## config.mk

```make
export PLATFORM = sky130hd
export DESIGN_NAME = pow2_mac_array
export DESIGN_NICKNAME = d
export VERILOG_FILES = /design/src/rtl/pow2_mac_array_pkg.sv /design/src/rtl/pow2_mac_array_lane.sv /design/src/rtl/pow2_mac_array.sv
export SDC_FILE = /design/constraint.sdc
export NUM_CORES = 1
export LEC_CHECK = 0
export ABC_AREA = 1
export CAP_MARGIN = 20
export CORE_AREA = 3 3 179 356
export DETAILED_ROUTE_END_ITERATION = 8
export DIE_AREA = 0 0 182 359
export PLACE_DENSITY_LB_ADDON = 0.2
export SLEW_MARGIN = 20
export SYNTH_ARGS = -nofsm -noshare
export SYNTH_HDL_FRONTEND = slang
export SYNTH_SLANG_ARGS = --single-unit
export TNS_END_PERCENT = 1
```

## constraint.sdc

```tcl
create_clock -name clk -period 8.7 [get_ports clk]
set_input_delay 2.175 -clock clk [delete_from_list [all_inputs] [get_ports clk]]
set_output_delay 2.175 -clock clk [all_outputs]
set_load 0.01 [all_outputs]
```

## src/rtl/pow2_mac_array_pkg.sv

```systemverilog
// Shared helpers for the power-of-two MAC array: product width,
// lane slice offsets and accumulator saturation bounds.
// Pure elaboration-time functions; no logic is generated here.
package pow2_mac_array_pkg;

  // Signed product width: activation plus the largest possible left shift.
  function automatic int prod_width(input int in_w, input int w_w);
    return in_w + (2 ** w_w) / 2;
  endfunction

  // LSB position of lane 'lane' inside a packed vector of w-bit lanes.
  function automatic int lane_lsb(input int lane, input int w);
    return lane * w;
  endfunction

  // Largest value representable in an acc_w-bit signed accumulator.
  function automatic logic signed [63:0] acc_max(input int acc_w);
    return (64'sd1 <<< (acc_w - 1)) - 64'sd1;
  endfunction

  // Smallest value representable in an acc_w-bit signed accumulator.
  function automatic logic signed [63:0] acc_min(input int acc_w);
    return -(64'sd1 <<< (acc_w - 1));
  endfunction

endpackage

```

## src/rtl/pow2_mac_array_lane.sv

```systemverilog
// One MAC lane: sign+shift product, stage-1 product register and a
// saturating accumulator with its own result register.
// Shared advance/clear control comes from the top; the lane holds when idle.
module pow2_mac_lane
  import pow2_mac_array_pkg::*;
#(
  parameter int WEIGHT_BIT_WIDTH = 4,
  parameter int INPUT_BIT_WIDTH  = 4,
  parameter int ACC_BIT_WIDTH    = 24,
  parameter bit NEG_ZERO_IS_ZERO = 1'b0
) (
  input  logic                        clk,
  input  logic                        rst,
  input  logic [INPUT_BIT_WIDTH-1:0]  act_i,
  input  logic [WEIGHT_BIT_WIDTH-1:0] weight_i,
  input  logic                        load_i,     // accepted beat: capture product
  input  logic                        advance_i,  // stage-1 product moves into the accumulator
  input  logic                        first_i,    // ignore the old accumulator value
  input  logic                        emit_i,     // this product closes the sequence
  output logic [ACC_BIT_WIDTH-1:0]    out_o
);

  localparam int ProdW = prod_width(INPUT_BIT_WIDTH, WEIGHT_BIT_WIDTH);
  localparam int ShW   = WEIGHT_BIT_WIDTH - 1;
  localparam int SumW  = ACC_BIT_WIDTH + 1;
  localparam logic signed [SumW-1:0] SumMax = SumW'(acc_max(ACC_BIT_WIDTH));
  localparam logic signed [SumW-1:0] SumMin = SumW'(acc_min(ACC_BIT_WIDTH));

  logic                            sign_w;
  logic [ShW-1:0]                  shamt;
  logic signed [ProdW-1:0]         act_ext;
  logic signed [ProdW-1:0]         base;
  logic signed [ProdW-1:0]         prod_d;
  logic signed [ProdW-1:0]         prod_q;
  logic signed [SumW-1:0]          acc_base;
  logic signed [SumW-1:0]          sum;
  logic signed [ACC_BIT_WIDTH-1:0] sat_d;
  logic signed [ACC_BIT_WIDTH-1:0] acc_q;
  logic [ACC_BIT_WIDTH-1:0]        out_q;

  // Product: activation zero-extended, optionally negated, then shifted.
  always_comb begin
    sign_w  = weight_i[WEIGHT_BIT_WIDTH-1];
    shamt   = weight_i[ShW-1:0];
    act_ext = ProdW'(act_i);
    base    = sign_w ? -act_ext : act_ext;
    prod_d  = base <<< shamt;
    if (NEG_ZERO_IS_ZERO && sign_w && (shamt == '0)) begin
      prod_d = '0;
    end
  end

  // Stage 1: product register, loaded only on an accepted beat.
  always_ff @(posedge clk or posedge rst) begin
    if (rst) begin
      prod_q <= '0;
    end else if (load_i) begin
      prod_q <= prod_d;
    end
  end

  // Sum one bit wider than the accumulator so overflow is visible, then clamp.
  always_comb begin
    acc_base = first_i ? '0 : SumW'(acc_q);
    sum      = acc_base + SumW'(prod_q);
    if (sum > SumMax) begin
      sat_d = SumMax[ACC_BIT_WIDTH-1:0];
    end else if (sum < SumMin) begin
      sat_d = SumMin[ACC_BIT_WIDTH-1:0];
    end else begin
      sat_d = sum[ACC_BIT_WIDTH-1:0];
    end
  end

  // Stage 2: accumulator and result register; result held until replaced.
  always_ff @(posedge clk or posedge rst) begin
    if (rst) begin
      acc_q <= '0;
      out_q <= '0;
    end else if (advance_i) begin
      acc_q <= sat_d;
      if (emit_i) begin
        out_q <= sat_d;
      end
    end
  end

  assign out_o = out_q;

endmodule

```

## src/rtl/pow2_mac_array.sv

```systemverilog
// NUM_PE-lane power-of-two MAC array with saturating per-lane accumulators.
// Latency: last beat accepted -> result valid two edges later; 1 beat/cycle.
// Backpressure: a held result (out_valid && !out_ready) freezes both stages.
module pow2_mac_array
  import pow2_mac_array_pkg::*;
#(
  parameter int NUM_PE           = 4,
  parameter int WEIGHT_BIT_WIDTH = 4,
  parameter int INPUT_BIT_WIDTH  = 4,
  parameter int ACC_BIT_WIDTH    = 24,
  parameter bit NEG_ZERO_IS_ZERO = 1'b0
) (
  input  logic                               clk,
  input  logic                               rst,
  input  logic                               in_valid,
  output logic                               in_ready,
  input  logic [NUM_PE*INPUT_BIT_WIDTH-1:0]  in_data,
  input  logic [NUM_PE*WEIGHT_BIT_WIDTH-1:0] in_weight,
  input  logic                               in_last,
  output logic                               out_valid,
  input  logic                               out_ready,
  output logic [NUM_PE*ACC_BIT_WIDTH-1:0]    out_data
);

  localparam int ProductBitWidth = prod_width(INPUT_BIT_WIDTH, WEIGHT_BIT_WIDTH);

  // The largest product magnitude always fits ProductBitWidth signed bits, so
  // an accumulator at least that wide can hold any single product unclamped.
  if (ACC_BIT_WIDTH < ProductBitWidth) begin : g_acc_width_check
    $error("pow2_mac_array: ACC_BIT_WIDTH too small for the product width");
  end

  logic stall;
  logic accept;
  logic advance;
  logic p_valid_q, p_valid_d;
  logic p_last_q,  p_last_d;
  logic first_q,   first_d;
  logic out_valid_q, out_valid_d;

  // Handshake and next-state for the shared pipeline control.
  always_comb begin
    stall   = out_valid_q && !out_ready;
    accept  = in_valid && !stall;
    advance = p_valid_q && !stall;

    p_valid_d = p_valid_q;
    p_last_d  = p_last_q;
    if (!stall) begin
      p_valid_d = accept;
      if (accept) begin
        p_last_d = in_last;
      end
    end

    first_d = first_q;
    if (advance) begin
      first_d = p_last_q;
    end

    out_valid_d = out_valid_q;
    if (out_valid_q && out_ready) begin
      out_valid_d = 1'b0;
    end
    if (advance && p_last_q) begin
      out_valid_d = 1'b1;
    end
  end

  // Control registers; first-beat flag starts set so the first beat clears.
  always_ff @(posedge clk or posedge rst) begin
    if (rst) begin
      p_valid_q   <= 1'b0;
      p_last_q    <= 1'b0;
      first_q     <= 1'b1;
      out_valid_q <= 1'b0;
    end else begin
      p_valid_q   <= p_valid_d;
      p_last_q    <= p_last_d;
      first_q     <= first_d;
      out_valid_q <= out_valid_d;
    end
  end

  assign in_ready  = !stall;
  assign out_valid = out_valid_q;

  for (genvar i = 0; i < NUM_PE; i++) begin : g_lane
    pow2_mac_lane #(
      .WEIGHT_BIT_WIDTH(WEIGHT_BIT_WIDTH),
      .INPUT_BIT_WIDTH (INPUT_BIT_WIDTH),
      .ACC_BIT_WIDTH   (ACC_BIT_WIDTH),
      .NEG_ZERO_IS_ZERO(NEG_ZERO_IS_ZERO)
    ) u_lane (
      .clk      (clk),
      .rst      (rst),
      .act_i    (in_data[lane_lsb(i, INPUT_BIT_WIDTH) +: INPUT_BIT_WIDTH]),
      .weight_i (in_weight[lane_lsb(i, WEIGHT_BIT_WIDTH) +: WEIGHT_BIT_WIDTH]),
      .load_i   (accept),
      .advance_i(advance),
      .first_i  (first_q),
      .emit_i   (p_last_q),
      .out_o    (out_data[lane_lsb(i, ACC_BIT_WIDTH) +: ACC_BIT_WIDTH])
    );
  end

endmodule

```

======== After elaboration in Yosys (flattened, before gate mapping) ========
Cells that the tools add are included.
word-level totals
  register bits after elaboration ......... 244
  input bits .............................. 37
operators by class
  add/subtract/negate cells ............... 8
  magnitude comparators ................... 8
  shifts and indexed selects .............. 4
  muxes and demuxes ....................... 18
  bitwise logic cells ..................... 1
  reductions and logical operators ........ 10
operators by type and width
  cell                                                          number
  two-way mux 24 bit                                            8
  adder 25 x 12 -> 25 bit                                       4
  > comparator 25 x 24 -> 1 bit, second input constant          4
  less-than comparator 25 x 24 -> 1 bit, second input constant  4
  two-way mux 25 bit                                            4
  two-way mux 12 bit                                            4
  negator 4 -> 12 bit                                           4
  <<< shifter 12 x 3 -> 12 bit                                  4
  logical AND 1 bit                                             5
  AND reduction 2 bit                                           2
  zero test 1 bit                                               2
  two-way mux 1 bit                                             2
  nonzero test 2 bit                                            1
  NOT 1 bit                                                     1

======== Longest topological paths before layout ========
Gate-level depths: netlist of the first run.
  depth in word-level cells ............... 6
  gate-level depth with buffers ........... 21

======== Modules after synthesis ========
A second synthesis of the first run with hierarchy kept.
second synthesis, totals
  cell total of the unflattened synthesis .. 2940
  area, all modules ....................... 18895.6 um2
modules (own cells, without submodules)
  module          times used  cells each  area each (um2)  sequential area each (um2)
  pow2_mac_lane   4           730         4678.2           1501.4
  pow2_mac_array  1           20          182.7            101.3

======== Least setup slack after synthesis of the first run ========
OpenSTA, ideal clock, no wires.
  path type ............................... input -> output
  start ................................... input port out_ready
  end ..................................... output port in_ready
  data arrival time ....................... 2.335 ns
  setup slack ............................. 4.190 ns
  stages on the path ...................... 2
  path buffers ............................ 0
  cells stage by stage .................... inv_1 -> nand2_1
between the ends
  longest elaborated chain between the ends .. 3
ends and longest elaborated chain
  item                line                  RTL
  start: declaration  pow2_mac_array.sv:21  input logic out_ready,
  zero test 1 bit     pow2_mac_array.sv:43  stall = out_valid_q && !out_ready;
  logical AND 1 bit   pow2_mac_array.sv:43
  zero test 1 bit     pow2_mac_array.sv:85  assign in_ready = !stall;
  end: declaration    pow2_mac_array.sv:16  output logic in_ready,
Every way passes these cells.

======== Final worst setup path of the first run ========
  start ................................... input port out_ready
  end ..................................... register g_lane[1].u_lane.out_q[2]
between the ends
  longest elaborated chain between the ends .. 5
ends and longest elaborated chain
  item                           line                       RTL
  zero test 1 bit                pow2_mac_array.sv:43
  logical AND 1 bit              pow2_mac_array.sv:43
  zero test 1 bit                pow2_mac_array.sv:45       advance = p_valid_q && !stall;
  logical AND 1 bit              pow2_mac_array.sv:45
  AND reduction 2 bit (no line)  -
  end signal: assignment         pow2_mac_array_lane.sv:83  out_q <= sat_d;
  end: declaration               pow2_mac_array_lane.sv:39  logic [ACC_BIT_WIDTH-1:0] out_q;
Every way passes these cells.
A chain may end at the register's enable or synchronous reset.

==> results of run 1 <==
[critical path: cells and delay by family]
family / cells / cell delay (ns)
buffers and inverters: 5 / 2.81
AND/OR/NAND/NOR: 5 / 1.63
[worst paths after layout]
| path | to | from | cells after the start | slack (ns) |
|---|---|---|---|---|
| hold reg to reg | g_lane[1].u_lane.acc_q[2] | g_lane[1].u_lane.acc_q[2] | 2 | 0.48 |
| setup reg to reg | g_lane[1].u_lane.out_o[2] | out_valid | 8 | 4.03 |
| hold / removal | g_lane[1].u_lane.acc_q[2] | g_lane[1].u_lane.acc_q[2] | 2 | 0.48 |
| setup / recovery | g_lane[1].u_lane.out_o[2] | out_ready | 10 | 2.33 |
| max in group asynchronous | g_lane[0].u_lane.acc_q[5] | rst | 3 | 5.52 |
| min in group asynchronous | g_lane[2].u_lane.out_o[15] | rst | 2 | 1.93 |
[routing by layer]
metal / wire, µm / global-route usage / part of all wire
met5: 27 / 0 / 0.00045
met4: 2370 / 0.0692 / 0.039
met3: 1420 / 0.0170 / 0.024
met2: 34500 / 0.378 / 0.57
met1: 22100 / 0.180 / 0.37
[report_power, final]
group / switching (µW) / internal (µW)
combinational: 3280 / 1780
clock: 502 / 699
sequential: 342 / 1620
total: 4130 / 4100
[synthesized netlist by cell type (2+ instances only)]
cell type  number
a21o_1          2
a21oi_1        86
a22o_1          2
a31oi_1         5
and2_1          7
buf_1           4
buf_2          19
buf_6          10
clkbuf_1       46
clkinv_1        4
dfrtp_1       243
fa_1            4
ha_1          104
inv_1         364
mux2i_1         2
nand2_1      1417
nand2_2        13
nand3_1        86
nand3b_1        7
nand4_1        29
nand4_2         2
nor2_1        246
nor2_2          3
nor3_1         17
o211ai_1       12
o21ai_0        86
o21bai_1       27
o221ai_1        5
o22ai_1         5
o31ai_1         3
or2_2           4
xnor2_1        15
xor2_1         41
[area by class of cell]
type / instances / area, µm² / area share
flip-flops and latches: 244 / 6110 / 0.288
repair buffers: 142 / 1410 / 0.0665
inverters: 368 / 1390 / 0.0653
well taps: 780 / 976 / 0.0459
multi-input cells: 2238 / 10500 / 0.493
clock buffers: 30 / 707 / 0.0333
clock inverters: 14 / 185 / 0.00871
[cell families (layout without fill, tap and decap cells)]
group	after synthesis	in the layout	synth area share
flip-flops	244	244	0.333
adder cells (fa/ha/maj)	108	108	0.0753
AND/OR/NAND/NOR	1836	1836	0.394
AO/OA/AOI/OAI	236	236	0.0730
multiplexers	2	2	0.00109
buffers and inverters	448	554	0.0972
XOR/XNOR	56	56	0.0267
[sequential cells by signal, indices dropped and copies added, names as in the netlist]
signal	flops
g_lane.u_lane.out_o	96
p_last_q	1
out_valid	1
g_lane.u_lane.acc_q	96
first_q	1
g_lane.u_lane.prod_q	48
p_valid_q	1
[metrics by stage]
| stage | setup WS (ns) | power, µW |
|---|---|---|
| after floorplan | 3.32 | 5480 |
| after CTS | 2.10 | 8390 |
| after detailed placement | 1.51 | 7130 |
| after global routing | 1.86 | 9100 |
| final | 2.33 | 8220 |
| after global placement | 1.57 | 7140 |
==> results.toml, run 1 <==
[outcome]
outcome = "finished, final reports clean"

[grt]
grt_max_degree = 167
antenna_found_initial = 2
grt_overflow_total = 0
grt_pass1_vias = 18300
grt_pass1_wl_mm = 96.3
grt_use_total = 0.182

[routing]
routedWlPerCell_um = 15.8
first_pass_iters = 5
ant_nets = 0
drt-initial-drc-count = 710
drc = 0
vias_per_cell = 4.64
via_count = 17700
wl_mm = 60.4

[setup_path]
crit_slowest_cell = "clkinv_2"
crit_path_max_fanout = 56
path_common_cell = "nand2_1"
critPathRequiredTime_ns = 9.14
critPathKind = "in -> reg"
cp_cell_sequence = "clkdlybuf4s50_1, inv_1, nand2_1, nand2_4, clkinv_2, nand2_4, clkinv_2, buf_4, nand2_1, nand2_1"
cp-end-kind = "register"
cpPeakStageDelay_ns = 0.89
cp-start-kind = "primary input"
arrival_ns = 6.82

[sta]
final-setup-viol-count = 0
min_period_ns = 6.37
drv_slew = 0
tightest_slew_ns = 1.06
hold_viol = 0
fin_crit_sh = 0.732
fmax_mhz = 157
clock_skew_ns = 0.0242
fin_tns_setup_ns = 0
rsz0062_at_grt = "no"
relSlewSlack = 0.295
timing.hold.ws_ns = 0.478

[floorplan]
rows = 128
io_pins = 135
design.core.area_um2 = 61200
die_w_um = 182
initial_core_util = 0.300
die_h_um = 359
die_area_um2 = 65300

[logic_synthesis]
yosysSeqAreaShare = 0.333
synth_cell_type_count = 43
synthesis.area_um2 = 18300
async_flop_share = 1.00
synth-main-ff-cell = "dfrtp_1"
synth_edf_count = 0
synth.area.top_cells = "dfrtp_1, nand2_1, inv_1"
yosys.area.top_type = "dfrtp_1"
avgSynthCellArea_um2 = 6.26
synthDominantCellAreaShare = 0.331
ys_ff_latch = 244
synth_cells = 2930
syn-num-nets = 3075
synth_warnings = 0

[clock_tree]
worstSkewPairLatency_ns = 0.57
cts_root_buffer = "clkbuf_16"
post_cts_buffers = 0
cts_made_buffers = 26
cts_hold_buf = 0
h-tree-depth = 1
clk_pin_slew_ns = 0.06
cts.sinks = 244
cts_tree = "built"
cts_resized = 0
cts.path.max_buffers = 3

[final_layout]
final_cell_mix = "nand2_1, inv_1, nor2_1"
n_antenna_cell = 0
mostFrequentLayoutCell = "nand2_1"
finalNetCount = 3165
finish.utilization = 0.347
num-fill-cells = 6868
area_delta_synth_final_pct = 15.8
drive_gt1_frac = 0.0270
final_area_um2 = 21300
final_cells = 3816

[place]
dp.cells = 3772
dpl.hpwl_mm = 45.1
place_congestion = 0.947
place_area_um2 = 20400
numPortBuffers = 134

[power]
leakage_uw = 0.0121
peakVddDrop_v = 0.000148
powerDensity_nw_per_um2 = 387

[flow_run]
max_cap_violations = 0

[worst_hold_path]
hold_path_class = "reg -> reg"
(Power assumes the default switching activity.)
==> run 2, diff against run 1 <==
==> constraint.sdc (replaced) <==
create_clock -name clk -period 6.5 [get_ports clk]
set_input_delay 1.625 -clock clk [delete_from_list [all_inputs] [get_ports clk]]
set_output_delay 1.625 -clock clk [all_outputs]
set_load 0.01 [all_outputs]
==> run 2 against run 1 <==
Sequential power increased by 34%. Wire length increased by 0.17%. Global-route usage increased by 0.19 points. Critical path depth decreased by 6. Flip-flop and latch count unchanged. Clock skew decreased by 0.0018 ns. First-iteration DRC count increased by 22%. Design area decreased by 0.14%. Clock power increased by 25%. Largest cell class unchanged.
==> results.toml, run 2 (synthesis results as in run 1) <==
[setup_path]
critPathKind = "in -> out"
cp-end-kind = "primary output"
cp_cell_sequence = "clkdlybuf4s50_1, inv_1, nand2_1, clkdlybuf4s50_1"
crit_slowest_cell = "clkdlybuf4s50_1"
cp-start-kind = "primary input"
crit_path_max_fanout = 4
cpPeakStageDelay_ns = 0.57
cp-startpoint = "out_ready"
arrival_ns = 2.86
path_common_cell = "clkdlybuf4s50_1"
critPathRequiredTime_ns = 4.88
r2r_start = "first_q"

[worst_hold_path]
hp-start = "g_lane[3].u_lane.acc_q[5]"
hold_path_class = "reg -> reg"

[clock_tree]
cts_tree = "built"
cts_made_buffers = 26
cts.sinks = 244
cts.path.max_buffers = 3
cts_resized = 0
cts_root_buffer = "clkbuf_16"
h-tree-depth = 1
post_cts_buffers = 0
worstSkewPairLatency_ns = 0.57
clk_pin_slew_ns = 0.06
cts_hold_buf = 0

[floorplan]
initial_core_util = 0.300
die_area_um2 = 65300
rows = 128
die_h_um = 359
die_w_um = 182
design.core.area_um2 = 61200
io_pins = 135

[grt]
grt_pass1_vias = 18400
antenna_found_initial = 0
grt_pass1_wl_mm = 97.4
grt_max_degree = 153
grt_overflow_total = 0
grt_use_total = 0.184

[final_layout]
seqCellArea_um2 = 6110
drive_gt1_frac = 0.0263
finalNetCount = 3168
num-fill-cells = 6903
final_area_um2 = 21200
mostFrequentLayoutCell = "nand2_1"
multi_input_area_um2 = 10500
final_cell_mix = "nand2_1, inv_1, nor2_1"
n_antenna_cell = 0
final_cells = 3822
area_delta_synth_final_pct = 15.7

[routing]
met1Wirelength_mm = 22.5
drt-initial-drc-count = 866
wl_met2_mm = 33.7
ant_nets = 0
wl_met3_mm = 1.47
first_pass_iters = 5
drc = 0
via_count = 17700
vias_per_cell = 4.63
routedWlPerCell_um = 15.8
highest_layer = "met4"
wl_mm = 60.5

[sta]
tightest_slew_ns = 0.994
rsz0062_at_grt = "no"
hold_viol = 0
min_period_ns = 4.48
clock_skew_ns = 0.0225
finalWorstSetupSlack_ns = 2.02
relSlewSlack = 0.337
fmax_mhz = 223
final-setup-viol-count = 0
fin_tns_setup_ns = 0
drv_slew = 0
fin_crit_sh = 0.690

[outcome]
outcome = "finished, final reports clean"

[place]
place_congestion = 0.919
dpl.hpwl_mm = 45.2
dp.cells = 3775
place_area_um2 = 20400
pre_cts_ws_ns = 1.88
numPortBuffers = 134

[flow_run]
max_cap_violations = 0

[power]
powerDensity_nw_per_um2 = 513
total_power_uw = 10900
leakage_uw = 0.0121
peakVddDrop_v = 0.000197
==> run 2: layer usage <==
layer / vias to the layer above / global-route usage
li1: 9186 / -
met1: 8134 / 0.188
met2: 260 / 0.370
met3: 121 / 0.0167
met4: 0 / 0.0801
met5: - / 0
==> run 2: where the power goes <==
part	switching [µW]	internal [µW]
Sequential	463	2170
Clock	676	826
Combinational	4380	2390
Total	5520	5380
==> run 2: per-stage QoR <==
stage / util / hold slack, ns
after floorplan: - / 0.449
after global placement: 0.333 / 0.462
after detailed placement: 0.333 / 0.464
after CTS: 0.347 / 0.482
after global routing: 0.347 / 0.496
final: 0.347 / 0.477
==> run 2: cell type report <==
cell class / instances / area share
sequential: 244 / 0.288
inverter: 368 / 0.0654
clock inverter: 6 / 0.00236
timing repair buffer: 145 / 0.0683
clock buffer: 41 / 0.0367
multi-input combinational: 2238 / 0.493
tap: 780 / 0.0460
==> run 2: path summary, 6_finish.rpt <==
path	to	slack, ns	cells past startpoint
hold reg to reg	g_lane[3].u_lane.acc_q[5]	0.48	2
max in group asynchronous	g_lane[1].u_lane.acc_q[5]	3.72	3
hold / removal	g_lane[3].u_lane.acc_q[5]	0.48	2
min in group asynchronous	g_lane[2].u_lane.out_o[15]	1.50	2
setup / recovery	in_ready	2.02	4
setup reg to reg	g_lane[0].u_lane.acc_q[18]	2.34	13
==> run 2: critical path, delay by kind of cell <==
family	cells	cell delay [ns]
buf+inv	3	1.07
simple gates	1	0.16
